File: src/rtl/spram_bus_ctrl.sv
// spram_bus_ctrl: load/store front-end for the 16K x 32 dual-SPRAM word memory.
// It turns byte-addressed RV32 requests into word address, lane-replicated
// write data, write enable and byte enables. It aligns and extends read data,
// flags illegal or misaligned accesses, and holds each response until the
// core takes it.
module spram_bus_ctrl #(
    parameter int ADDR_W = 16
) (
    input  logic              clk,
    input  logic              resetb,
    input  logic              req_valid,
    output logic              req_ready,
    input  logic [ADDR_W-1:0] req_addr,
    input  logic              req_we,
    input  logic [2:0]        req_funct3,
    input  logic [31:0]       req_wdata,
    output logic              resp_valid,
    input  logic              resp_ready,
    output logic [31:0]       resp_rdata,
    output logic              resp_err,
    output logic [ADDR_W-3:0] mem_addr,
    output logic [31:0]       mem_wdata,
    output logic              mem_wen,
    output logic [3:0]        mem_ben,
    input  logic [31:0]       mem_rdata
);

    localparam logic [1:0] ST_IDLE = 2'd0;
    localparam logic [1:0] ST_RD   = 2'd1;
    localparam logic [1:0] ST_RESP = 2'd2;

    logic [1:0]  state_q, state_d;
    logic [31:0] resp_rdata_q, resp_rdata_d;
    logic        resp_err_q, resp_err_d;
    logic [1:0]  off_q, off_d;
    logic [2:0]  f3_q, f3_d;

    logic        accept;
    logic        code_ok;
    logic        misaligned;
    logic        legal;
    logic [3:0]  ben_calc;

    // Selects the addressed lane of a memory word and extends it by funct3.
    function automatic logic [31:0] load_extend(input logic [31:0] word,
                                                input logic [1:0]  off,
                                                input logic [2:0]  f3);
        logic [7:0]  b;
        logic [15:0] h;
        b = word[{off, 3'b000} +: 8];
        h = off[1] ? word[31:16] : word[15:0];
        case (f3)
            3'b000:  load_extend = {{24{b[7]}}, b};
            3'b001:  load_extend = {{16{h[15]}}, h};
            3'b010:  load_extend = word;
            3'b100:  load_extend = {24'd0, b};
            3'b101:  load_extend = {16'd0, h};
            default: load_extend = 32'd0;
        endcase
    endfunction

    assign req_ready  = (state_q == ST_IDLE);
    assign accept     = req_valid & req_ready;
    assign resp_valid = (state_q == ST_RESP);
    assign resp_rdata = resp_rdata_q;
    assign resp_err   = resp_err_q;
    assign mem_addr   = req_addr[ADDR_W-1:2];
    assign legal      = code_ok & ~misaligned;
    assign mem_wen    = accept & req_we & legal;

    // Decodes access legality, alignment, lane enables and replicated store data.
    always_comb begin
        code_ok    = 1'b0;
        misaligned = 1'b0;
        ben_calc   = 4'b0000;
        mem_wdata  = req_wdata;
        case (req_funct3)
            3'b000: begin
                code_ok   = 1'b1;
                ben_calc  = 4'b0001 << req_addr[1:0];
                mem_wdata = {4{req_wdata[7:0]}};
            end
            3'b001: begin
                code_ok    = 1'b1;
                misaligned = req_addr[0];
                ben_calc   = req_addr[1] ? 4'b1100 : 4'b0011;
                mem_wdata  = {2{req_wdata[15:0]}};
            end
            3'b010: begin
                code_ok    = 1'b1;
                misaligned = (req_addr[1:0] != 2'b00);
                ben_calc   = 4'b1111;
                mem_wdata  = req_wdata;
            end
            3'b100: begin
                code_ok   = ~req_we;
                ben_calc  = 4'b0001 << req_addr[1:0];
                mem_wdata = {4{req_wdata[7:0]}};
            end
            3'b101: begin
                code_ok    = ~req_we;
                misaligned = req_addr[0];
                ben_calc   = req_addr[1] ? 4'b1100 : 4'b0011;
                mem_wdata  = {2{req_wdata[15:0]}};
            end
            default: begin
                code_ok = 1'b0;
            end
        endcase
        if (mem_wen) begin
            mem_ben = ben_calc;
        end else begin
            mem_ben = 4'b0000;
        end
    end

    // Next-state and response-register logic for the IDLE/RD/RESP sequence.
    always_comb begin
        state_d      = state_q;
        resp_rdata_d = resp_rdata_q;
        resp_err_d   = resp_err_q;
        off_d        = off_q;
        f3_d         = f3_q;
        case (state_q)
            ST_IDLE: begin
                if (accept) begin
                    if (!legal) begin
                        state_d      = ST_RESP;
                        resp_rdata_d = 32'd0;
                        resp_err_d   = 1'b1;
                    end else if (req_we) begin
                        state_d      = ST_RESP;
                        resp_rdata_d = 32'd0;
                        resp_err_d   = 1'b0;
                    end else begin
                        state_d = ST_RD;
                        off_d   = req_addr[1:0];
                        f3_d    = req_funct3;
                    end
                end else begin
                    state_d = ST_IDLE;
                end
            end
            ST_RD: begin
                resp_rdata_d = load_extend(mem_rdata, off_q, f3_q);
                resp_err_d   = 1'b0;
                state_d      = ST_RESP;
            end
            ST_RESP: begin
                if (resp_ready) begin
                    state_d = ST_IDLE;
                end else begin
                    state_d = ST_RESP;
                end
            end
            default: begin
                state_d = ST_IDLE;
            end
        endcase
    end

    // State and response registers; reset discards any in-flight response.
    always_ff @(posedge clk or negedge resetb) begin
        if (!resetb) begin
            state_q      <= ST_IDLE;
            resp_rdata_q <= 32'd0;
            resp_err_q   <= 1'b0;
            off_q        <= 2'd0;
            f3_q         <= 3'd0;
        end else begin
            state_q      <= state_d;
            resp_rdata_q <= resp_rdata_d;
            resp_err_q   <= resp_err_d;
            off_q        <= off_d;
            f3_q         <= f3_d;
        end
    end

endmodule

File: config.mk
export PLATFORM = sky130hd
export DESIGN_NAME = spram_bus_ctrl
export DESIGN_NICKNAME = d
export VERILOG_FILES = /design/src/rtl/spram_bus_ctrl.sv
export SDC_FILE = /design/constraint.sdc
export NUM_CORES = 1
export LEC_CHECK = 0
export CORE_ASPECT_RATIO = 2
export CORE_MARGIN = 2
export CORE_UTILIZATION = 40
export CTS_BUF_LIST = sky130_fd_sc_hd__clkbuf_4 sky130_fd_sc_hd__clkbuf_8 sky130_fd_sc_hd__clkbuf_16
export DETAILED_ROUTE_END_ITERATION = 12
export PLACE_DENSITY = 0.84
export REMOVE_ABC_BUFFERS = 1
export SLEW_MARGIN = 20
export SYNTH_ARGS = -nofsm -noshare
export SYNTH_HDL_FRONTEND = slang
export SYNTH_SLANG_ARGS = --single-unit
File: constraint.sdc
create_clock -name clk -period 3.8 [get_ports clk]
set_input_delay 0.76 -clock clk [delete_from_list [all_inputs] [get_ports clk]]
set_output_delay 0.76 -clock clk [all_outputs]
set_load 0.05 [all_outputs]
==> results.sh, run 1 <==
export IMPL_htreeDepth=2
export IMPL_dp_cells=472
export IMPL_first_pass_iters=7
export IMPL_cp_required_ns=3.04
export IMPL_fin_util_pct=63.3
export IMPL_grt_antenna_before_repair=0
export IMPL_die_h_um=121
export IMPL_nFillCells=534
export IMPL_ys_ff_latch=40
export IMPL_setup_ws_ns=0.337
export IMPL_drt_initial_drc_count=159
export IMPL_grt_overflow=0
export IMPL_slowest_delay_ns=0.59
export IMPL_worst_pin_slew_ns=1.01
export IMPL_drive_gt1_share_pct=20.7
export IMPL_cts_buffers=5
export IMPL_dieWidth_um=62.6
export IMPL_r2r_setup_slack_ns=1.59
export IMPL_regArea_sq_um=1000
export IMPL_finalCritPeriodShare_pct=91.1
export IMPL_worstPathCellList="clkdlybuf4s50_1 -> nor4_2 -> a21oi_1 -> or4_1 -> nor2_1 -> buf_12"
export IMPL_instances_no_fill=479
export IMPL_yosys_most_used_dff="dfrtp_1"
export IMPL_ys_async_sr_fraction_pct=100
export IMPL_worstSetupStartpointType="input pin"
export IMPL_ys_warn_count=0
export IMPL_critPathKind="in2out"
export IMPL_root_buffer="clkbuf_16"
export IMPL_pin_count=174
export IMPL_power_density_nw_per_um2=453
export IMPL_crit_family="simple AND/OR/NAND/NOR gates"
export IMPL_grt_max_degree=41
export IMPL_wl_per_cell_um=17.7
export IMPL_synth_seq_area_share_pct=36.4
export IMPL_rr_worst_depth=4
export IMPL_core_area_sq_um=6620
export IMPL_grt_pass1_vias=2862
export IMPL_hp_class="reg2reg"
export IMPL_slew_headroom_pct=32.4
export IMPL_cts_buffer_depth=2
export IMPL_vias_per_cell=5.66
export IMPL_cap_violations=0
export IMPL_drv_slew=0
export IMPL_crit_slowest_cell="or4_1"
export IMPL_synth_edf_count=0
export IMPL_hold_viol_final=0
export IMPL_routed_wl_um=8500
export IMPL_cp_num_cells=6
export IMPL_leakage_nw=1.82
export IMPL_cp_arrival_ns=2.70
export IMPL_finalSetupTns_ns=0
export IMPL_gp_congestion=0.790
export IMPL_post_cts_buffers=0
export IMPL_worstSkewPairLatency_ns=0.28
export IMPL_endpoint="mem_ben[2]"
export IMPL_crit_path_start="req_funct3[2]"
export IMPL_start_util_pct=41.5
export IMPL_skew_ns=0.00346
export IMPL_dpl_hpwl_um=6900
export IMPL_min_period_ns=3.46
export IMPL_ant_nets=0
export IMPL_numPortBuffers=145
export IMPL_ctsHoldBuffers=0
export IMPL_reg2reg_from="state_q[0]$_DFF_PN0_"
export IMPL_dp_slack_ns=0.292
export IMPL_multiInputGateArea_sq_um=1460
export IMPL_r2r_end="resp_rdata[24]$_DFFE_PN0P_"
export IMPL_clkTransAtPathRegs_ns=0.05
export IMPL_cp_end_kind="output pin"
export IMPL_rsz0062_at_grt="false"
export IMPL_cts_resized=0
export IMPL_peakVddDrop_uv=238
export IMPL_dieArea_sq_um=7580
export IMPL_nets=479
export IMPL_area_delta_synth_final_pct=52.7
export IMPL_synth_cell_types=38
export IMPL_outcome="finished, final reports clean"
export IMPL_setup_violations=0
export IMPL_yosysTopAreaCellShare_pct=36.4
export IMPL_synth_avg_cell_area_sq_um=9.88
export IMPL_antenna_cells=0
export IMPL_path_buf_inv=2
export IMPL_tritoncts="done"
export IMPL_power_mw=1.90
export IMPL_postSynthCellCount=278
export IMPL_via_count=2710
export IMPL_synthTopCellsByArea="dfrtp_1 36%, mux2_2 10%, buf_4 6.3%"
export IMPL_grt_first_pass_wirelength_um=13700
export IMPL_cts_sinks=40
export IMPL_critPathMaxFanout=5
export IMPL_netlist_area_sq_um=2750
export IMPL_drc=0
export IMPL_yosysTopAreaCell="dfrtp_1"
export IMPL_gr_usage_all_layers_pct=23.0
export IMPL_fmax_mhz=289
export IMPL_rows=42
[cell families (layout without fill, tap and decap cells)]
group	after synthesis	count (layout)	synth area share [%]
muxes	40	40	16.7
buffers and inverters	47	160	10.4
AOI/OAI and AO/OA	73	73	22.4
DFF	40	40	36.4
and+or+nand+nor	78	78	14.0
[how the worst min path moves through the flow]
| stage | start | endpoint | slack [ns] | depth (start not counted) |
|---|---|---|---|---|
| after global placement | resp_rdata[15]$_DFFE_PN0P_ | resp_rdata[15]$_DFFE_PN0P_ | 0.47 | 1 |
| after CTS | resp_rdata[15]$_DFFE_PN0P_ | resp_rdata[15]$_DFFE_PN0P_ | 0.49 | 1 |
| after floorplan | resetb | f3_q[0]$_DFFE_PN0P_ | 0.46 | 0 |
| after global routing | resp_rdata[15]$_DFFE_PN0P_ | resp_rdata[15]$_DFFE_PN0P_ | 0.50 | 1 |
| final | resp_rdata[15]$_DFFE_PN0P_ | resp_rdata[15]$_DFFE_PN0P_ | 0.49 | 1 |
| after detailed placement | resp_rdata[5]$_DFFE_PN0P_ | resp_rdata[5]$_DFFE_PN0P_ | 0.47 | 1 |
[layout make-up]
type | instances | area share [%]
repair buffers | 150 | 35.2
multi-input cells | 191 | 34.8
flip-flops and latches | 40 | 23.9
clock buffers | 6 | 3.16
well taps | 88 | 2.63
inverters | 3 | 0.269
clock inverters | 1 | 0.119
[stage by stage]
step,hold slack (ns),area (sq um)
after global placement,0.470,4060
after detailed placement,0.473,4060
after floorplan,0.464,2470
after global routing,0.504,4190
final,0.490,4190
after CTS,0.491,4190
[worst reg2reg max path, cell delays in order, from the launching register on]
cell     delay [ns]
dfrtp_1        0.46
nor2b_1        0.23
nand2_1        0.33
nor2_1         0.88
a22o_1         0.25
[Yosys cell counts (all sizes together), types with 7 or more instances]
cell type  number
dfrtp          40
buf            34
a221oi          7
nor2           11
clkbuf         10
o2bb2ai        15
nand3          16
o21ai          13
a22o           18
mux2i          11
nand2          32
mux2           28
[layer usage]
| metal | share of wire (%) | track usage (%) |
|---|---|---|
| met4 | 4.8 | 11.9 |
| met2 | 53 | 43.7 |
| met1 | 33 | 21.4 |
| met5 | 0 | 0 |
| met3 | 9.8 | 7.33 |
[registers in the layout (all words and copies together), names as in the netlist]
name	cells
f3_q	3
resp_err	1
off_q	2
state_q	2
resp_rdata	32
[layout by cell type, fill, tap and decap left out, types with 3 or more instances in the layout]
| master | count |
|---|---|
| clkdlybuf4s50_1 | 115 |
| dfrtp_1 | 40 |
| nand2_1 | 31 |
| buf_4 | 29 |
| mux2_2 | 25 |
| a22o_1 | 18 |
| nand3_1 | 16 |
| o2bb2ai_1 | 15 |
| o21ai_0 | 13 |
| nor2_1 | 11 |
| mux2i_1 | 11 |
| a221oi_2 | 7 |
| a21oi_1 | 6 |
| a222oi_1 | 5 |
| clkbuf_16 | 5 |
| buf_12 | 5 |
| nor2b_1 | 4 |
| inv_1 | 3 |
| a221o_1 | 3 |
| mux2_4 | 3 |
[where the power goes]
group          switching, mW  internal (mW)
Sequential            0.0769          0.483
Combinational          0.547          0.399
Clock                  0.150          0.245
Total                  0.774           1.13
(Power assumes the default switching activity.)
==> run 2, diff against run 1 <==
--- a/config.mk
+++ b/config.mk
@@ -12,6 +12,7 @@
 export DETAILED_ROUTE_END_ITERATION = 12
 export PLACE_DENSITY = 0.84
 export REMOVE_ABC_BUFFERS = 1
+export SKIP_LAST_GASP = 1
 export SLEW_MARGIN = 20
 export SYNTH_ARGS = -nofsm -noshare
 export SYNTH_HDL_FRONTEND = slang
==> results of run 2 <==
The final DEF is identical to that of run 1; final timing and power are the same.
==> run 3, diff against run 2 <==
--- a/config.mk
+++ b/config.mk
@@ -5,6 +5,8 @@
 export SDC_FILE = /design/constraint.sdc
 export NUM_CORES = 1
 export LEC_CHECK = 0
+export ABC_CLOCK_PERIOD_IN_PS = 3800
+export CAP_MARGIN = 20
 export CORE_ASPECT_RATIO = 2
 export CORE_MARGIN = 2
 export CORE_UTILIZATION = 40
==> results of run 3 <==
The final DEF is identical to that of run 1; final timing and power are the same.
